## src/rtl/multicycle_ctrl.sv

```systemverilog
// Multi-cycle MIPS control FSM: sequences IR/MDR/A/B/ALUOut datapath with a shared ALU and
// unified memory, waits on mem_ready with a bounded timeout, and halts on illegal opcodes.
module multicycle_ctrl #(
  parameter int unsigned TIMEOUT = 16
) (
  input  logic       clk,
  input  logic       rst_n,
  input  logic [5:0] opcode,
  input  logic [5:0] funct,
  input  logic       zero,
  input  logic       ge,
  input  logic       ovf,
  input  logic       mem_ready,
  output logic       PCWr,
  output logic       IRWr,
  output logic       memRead,
  output logic       memWrite,
  output logic       IorD,
  output logic       regWrite,
  output logic [1:0] regDst,
  output logic [1:0] writeData,
  output logic [2:0] nPCsel,
  output logic [1:0] extsel,
  output logic [1:0] ALUsel,
  output logic       ALUSrcA,
  output logic [1:0] ALUSrcB,
  output logic       slt_ctrl,
  output logic       halted,
  output logic [3:0] state
);

  localparam logic [3:0] FETCH   = 4'd0;
  localparam logic [3:0] DECODE  = 4'd1;
  localparam logic [3:0] MEM_ADR = 4'd2;
  localparam logic [3:0] MEM_RD  = 4'd3;
  localparam logic [3:0] MEM_WB  = 4'd4;
  localparam logic [3:0] MEM_WR  = 4'd5;
  localparam logic [3:0] EXE_R   = 4'd6;
  localparam logic [3:0] R_WB    = 4'd7;
  localparam logic [3:0] EXE_I   = 4'd8;
  localparam logic [3:0] I_WB    = 4'd9;
  localparam logic [3:0] BRANCH  = 4'd10;
  localparam logic [3:0] JUMP    = 4'd11;
  localparam logic [3:0] JAL     = 4'd12;
  localparam logic [3:0] JR      = 4'd13;
  localparam logic [3:0] HALT    = 4'd15;

  localparam logic [5:0] OP_RTYPE = 6'b000000;
  localparam logic [5:0] OP_BGE   = 6'b000001;
  localparam logic [5:0] OP_J     = 6'b000010;
  localparam logic [5:0] OP_JAL   = 6'b000011;
  localparam logic [5:0] OP_BEQ   = 6'b000100;
  localparam logic [5:0] OP_ADDI  = 6'b001000;
  localparam logic [5:0] OP_ORI   = 6'b001101;
  localparam logic [5:0] OP_LUI   = 6'b001111;
  localparam logic [5:0] OP_LW    = 6'b100011;
  localparam logic [5:0] OP_SW    = 6'b101011;

  localparam logic [5:0] F_JR   = 6'b001000;
  localparam logic [5:0] F_ADDU = 6'b100001;
  localparam logic [5:0] F_SUBU = 6'b100011;
  localparam logic [5:0] F_SLT  = 6'b101010;

  localparam int unsigned CW = (TIMEOUT > 1) ? $clog2(TIMEOUT) : 1;
  localparam logic [CW-1:0] WaitMax = CW'(TIMEOUT - 1);

  logic [3:0]    state_q, state_d;
  logic [CW-1:0] wait_q, wait_d;
  logic          ovf_q, ovf_d;
  logic          timed_out, is_slt, mem_state;

  assign timed_out = (wait_q == WaitMax);
  assign is_slt    = (opcode == OP_RTYPE) && (funct == F_SLT);
  assign mem_state = (state_q == FETCH) || (state_q == MEM_RD) || (state_q == MEM_WR);
  assign state     = state_q;

  always_comb begin
    state_d = state_q;
    ovf_d   = ovf_q;
    case (state_q)
      FETCH:   if (mem_ready) state_d = DECODE; else if (timed_out) state_d = HALT;
      DECODE: begin
        case (opcode)
          OP_LW, OP_SW:           state_d = MEM_ADR;
          OP_ORI, OP_LUI, OP_ADDI: state_d = EXE_I;
          OP_BEQ, OP_BGE:         state_d = BRANCH;
          OP_J:                   state_d = JUMP;
          OP_JAL:                 state_d = JAL;
          OP_RTYPE: begin
            case (funct)
              F_ADDU, F_SUBU, F_SLT: state_d = EXE_R;
              F_JR:                  state_d = JR;
              default:               state_d = HALT;
            endcase
          end
          default:                state_d = HALT;
        endcase
      end
      MEM_ADR: state_d = (opcode == OP_LW) ? MEM_RD : MEM_WR;
      MEM_RD:  if (mem_ready) state_d = MEM_WB; else if (timed_out) state_d = HALT;
      MEM_WR:  if (mem_ready) state_d = FETCH; else if (timed_out) state_d = HALT;
      EXE_R:   state_d = R_WB;
      EXE_I: begin
        ovf_d   = (opcode == OP_ADDI) && ovf;
        state_d = I_WB;
      end
      MEM_WB, R_WB, I_WB, BRANCH, JUMP, JAL, JR: state_d = FETCH;
      HALT:    state_d = HALT;
      default: state_d = HALT;
    endcase
  end

  always_comb begin
    if (state_d != state_q) begin
      wait_d = '0;
    end else if (mem_state && !mem_ready) begin
      wait_d = wait_q + 1'b1;
    end else begin
      wait_d = wait_q;
    end
  end

  always_ff @(posedge clk or negedge rst_n) begin
    if (!rst_n) begin
      state_q <= FETCH;
      wait_q  <= '0;
      ovf_q   <= 1'b0;
    end else begin
      state_q <= state_d;
      wait_q  <= wait_d;
      ovf_q   <= ovf_d;
    end
  end

  // Outputs are forced low while reset is held so an aborted access drops its strobe at once.
  always_comb begin
    PCWr      = 1'b0;
    IRWr      = 1'b0;
    memRead   = 1'b0;
    memWrite  = 1'b0;
    IorD      = 1'b0;
    regWrite  = 1'b0;
    regDst    = 2'b00;
    writeData = 2'b00;
    nPCsel    = 3'b000;
    extsel    = 2'b00;
    ALUsel    = 2'b00;
    ALUSrcA   = 1'b0;
    ALUSrcB   = 2'b00;
    slt_ctrl  = 1'b0;
    halted    = 1'b0;
    if (rst_n) begin
      case (state_q)
        FETCH: begin
          memRead = 1'b1;
          ALUSrcB = 2'b01;
          IRWr    = mem_ready;
          PCWr    = mem_ready;
        end
        DECODE: begin
          ALUSrcB = 2'b11;
          extsel  = 2'b01;
        end
        MEM_ADR: begin
          ALUSrcA = 1'b1;
          ALUSrcB = 2'b10;
          extsel  = 2'b01;
        end
        MEM_RD: begin
          memRead = 1'b1;
          IorD    = 1'b1;
        end
        MEM_WB: begin
          regWrite  = 1'b1;
          writeData = 2'b01;
        end
        MEM_WR: begin
          memWrite = 1'b1;
          IorD     = 1'b1;
        end
        EXE_R: begin
          ALUSrcA  = 1'b1;
          ALUsel   = (funct == F_ADDU) ? 2'b00 : 2'b01;
          slt_ctrl = is_slt;
        end
        R_WB: begin
          regWrite  = 1'b1;
          regDst    = 2'b01;
          writeData = is_slt ? 2'b11 : 2'b00;
          slt_ctrl  = is_slt;
        end
        EXE_I: begin
          ALUSrcA = 1'b1;
          ALUSrcB = 2'b10;
          case (opcode)
            OP_ORI: begin
              extsel = 2'b00;
              ALUsel = 2'b10;
            end
            OP_LUI:  extsel = 2'b10;
            default: extsel = 2'b01;
          endcase
        end
        I_WB:    regWrite = !ovf_q;
        BRANCH: begin
          ALUSrcA = 1'b1;
          ALUsel  = 2'b01;
          if (opcode == OP_BGE) begin
            PCWr   = ge;
            nPCsel = 3'b101;
          end else begin
            PCWr   = zero;
            nPCsel = 3'b001;
          end
        end
        JUMP: begin
          PCWr   = 1'b1;
          nPCsel = 3'b011;
        end
        JAL: begin
          PCWr      = 1'b1;
          nPCsel    = 3'b010;
          regWrite  = 1'b1;
          regDst    = 2'b10;
          writeData = 2'b10;
        end
        JR: begin
          PCWr   = 1'b1;
          nPCsel = 3'b100;
        end
        HALT:    halted = 1'b1;
        default: halted = 1'b0;
      endcase
    end
  end

endmodule

```

## config.mk

```make
export PLATFORM = sky130hd
export DESIGN_NAME = multicycle_ctrl
export DESIGN_NICKNAME = d
export VERILOG_FILES = /design/src/rtl/multicycle_ctrl.sv
export SDC_FILE = /design/constraint.sdc
export NUM_CORES = 1
export LEC_CHECK = 0
export BUFFER_PORTS_ARGS = -buffer_cell sky130_fd_sc_hd__buf_2
export CAP_MARGIN = 20
export CORE_ASPECT_RATIO = 1.5
export CORE_MARGIN = 2
export CORE_UTILIZATION = 46
export CTS_CLUSTER_SIZE = 10
export DETAILED_ROUTE_END_ITERATION = 16
export MAX_ROUTING_LAYER = met4
export PLACE_DENSITY_LB_ADDON = 0.3
export SLEW_MARGIN = 20
export SYNTH_ARGS = -nofsm -noshare
export SYNTH_HDL_FRONTEND = slang
export SYNTH_SLANG_ARGS = --single-unit
```

## constraint.sdc

```tcl
create_clock -name clk -period 2.11 [get_ports clk]
set_input_delay 0.1055 -clock clk [delete_from_list [all_inputs] [get_ports clk]]
set_output_delay 0.1055 -clock clk [all_outputs]
set_load 0.02 [all_outputs]
```

==> out/metrics.cfg <==
[synth]
async_flop_share_pct=100
synth_most_common_cell=nor2_1
synth-seq-cells=9
synth_top_cell_area_share_pct=16.3
yosysUniqueCellTypes=60
syn_area_per_cell_um2=6.98
synthTopCellsByArea=dfrtp_1 16%, nor2_1 6.8%, nand2_1 6.3%
syn_area_mm2=0.00138
synth_ff_type=dfrtp_1
yosysSeqAreaShare_pct=16.3
synthTopCellsByCount=25 x nor2_1, 23 x nand2_1, 12 x nor3_1, 10 x o21ai_0
syn_inst=198
syn-num-nets=217
synth_edf_count=0
yosys_warnings=0
yosysTopAreaCell=dfrtp_1

[global_routing]
busiest_layer=met2
met2_usage_pct=44.7
first_global_vias=1546
grt_max_degree=19
antenna_found_initial=0
grt.met3_usage_pct=2.74
track_usage_pct=24.1
grt_pass1_wl_um=6530
grt_overflow_total=0
grt_util_met1_pct=25.3

[die]
design.core.area_mm2=0.00288
die_w_um=48.7
num_io_pins=44
initial_utilization_pct=47.9
dieArea_mm2=0.00347
die_y_um=71.1
rows=24

[setup_path]
worstPathArrival_ps=2250
crit_path_max_incr_delay_ps=500
crit_chain=ha_2 -> a31o_4 -> a32o_1 -> or4_4 -> a21o_4 -> nor3_2
path_class=register to register
cp-end-kind=register
critPathTopFamily=compound AO/OA/AOI/OAI gates
required_ps=2270
slowest_stage=or4_4
r2r_setup_slack_ps=20
start_kind=register
worstPathMaxFanout=4
worst-path-buf-inv=0

[layout]
antenna_cells=0
drive_gt1_share_pct=35.4
nets=274
postLayoutCellArea_mm2=0.00183
area_growth_pct=32.4

[cts]
root_buffer=clkbuf_8
cts_made_buffers=3
cts_tree=done
cts.path.max_buffers=2
clock_sinks=9
clkTransAtPathRegs_ps=50
clk_latency_ps=240
htree_levels=1

[place]
port_buffers=43
gp_congestion=0.891
place_area_mm2=0.00168
dpl.hpwl_um=3150

[timing]
clock.fmax_mhz=479
tightest_slew_ps=423
fin_crit_ps=2090
finalCritPeriodShare_pct=98.9
final_hold_viol_count=0
slew_headroom_pct=71.8
finClkSkew_ps=5.59
setup_violations=0
slew_viol_final=0

[run_status]
status=completed

[job]
maxCapViolCount=0

[pwr]
power_density_mw_per_mm2=262
leakagePower_nw=0.828
max-vdd-ir-drop_v=0.000318
power.total_uw=479

[detailed_routing]
dr.pass1.iters=4
routed_wl_um=4190
via_count=1697
drtIter0Drc=70
wire_per_inst_um=14.3
detail-route-antenna-nets=0
remaining_drc_errors=0
via_per_inst=5.79

[hold_path]
holdCritPathClass=input pin to register

[metal layers]
metal / wire length, µm / vias to the layer above
li1: - / 836
met1: 1610 / 775
met2: 2300 / 76
met3: 203 / 10
met4: 77 / 0
met5: 0 / -
[cells by family (layout without fill, tap and decap cells)]
| logic type | Yosys count | count (layout) | synth area share, % |
|---|---|---|---|
| compound gates | 48 | 48 | 24.1 |
| xor+xnor | 8 | 8 | 5.07 |
| fa+ha+maj | 2 | 2 | 1.63 |
| buf+inv | 22 | 78 | 9.87 |
| flops | 9 | 9 | 16.3 |
| mux | 3 | 3 | 2.17 |
| simple gates | 106 | 106 | 40.9 |
[worst reg2reg max path, delay by kind of cell (launching register included)]
family	cells	cell delay (ps)
AO/OA/AOI/OAI	3	770
adder cells (fa/ha/maj)	1	200
flip-flops	1	380
AND/OR/NAND/NOR	2	660
[flip-flops by register name, indices dropped and copies added (netlist names)]
register	cells
ovf_q	1
state	4
wait_q	4
[cell type report]
class,instances,area (µm²)
Clock buffer,3,41.3
Clock inverter,1,5.00
Fill cell,268,1050
Inverter,6,26.3
Multi-Input combinational cell,167,1080
Sequential cell,9,226
Tap cell,39,48.8
Timing Repair Buffer,68,405
[power breakdown]
group	leakage [nW]	switching [mW]	total (mW)	internal, mW
Combinational	0.703	0.0551	0.0967	0.0416
Sequential	0.0993	0	0.173	0.173
Clock	0.0255	0.0796	0.209	0.130
Total	0.828	0.135	0.479	0.344
[repair_timing]
action | CTS | global route
endpoints found under the hold margin | 9 | 0
buffers inserted | 2 | 2
resized for setup | 1 | 12
setup endpoints to repair | 3 | 8
pin swaps | 2 | 1
hold buffers | 1 | 0
[path summary, 6_finish.rpt]
check	start	end	cells past startpoint
min in group asynchronous	rst_n	state[1]	3
setup reg to reg	wait_q[0]	wait_q[0]	6
hold / removal	ovf	ovf_q	3
setup / recovery	wait_q[0]	wait_q[0]	6
hold reg to reg	ovf_q	ovf_q	2
max in group asynchronous	rst_n	state[2]	3
[layout by cell type, fill, tap and decap left out, types with 2 or more instances in the layout]
cell       count
nor2b_1        3
nor2_1        24
buf_4         24
buf_2         43
xor2_1         6
and2_1         2
nor2_2         2
inv_1          5
or3_1          2
nand2_1       23
o21ai_0       10
a21oi_1        9
dfrtp_1        8
nor3_2         3
nor3_1         9
nand4_1        3
clkbuf_8       3
and3_1         5
o21bai_1       2
nor3b_1        2
nand3_1        7
mux2i_1        3
o22ai_1        4
o31ai_1        4
nand2b_1       5
a2111oi_2      2
o32a_1         2
and3b_1        2
a211oi_1       4
nand4b_1       2
xnor2_1        2
[through the flow]
stage | cells | hold slack [ps] | util (%) | setup slack (ps) | TNS, ps
floorplan | 198 | -190 | - | 73.3 | 0
global placement | 284 | 65.6 | 58.3 | 50.4 | 0
detailed placement | 284 | 67.4 | 58.3 | -47.3 | -47.4
CTS | 291 | 150 | 61.0 | 16.0 | 0
global route | 293 | 172 | 63.5 | -38.4 | -63.2
finish | 293 | 148 | 63.5 | 22.9 | 0
Power figures use the tool's default switching activity.
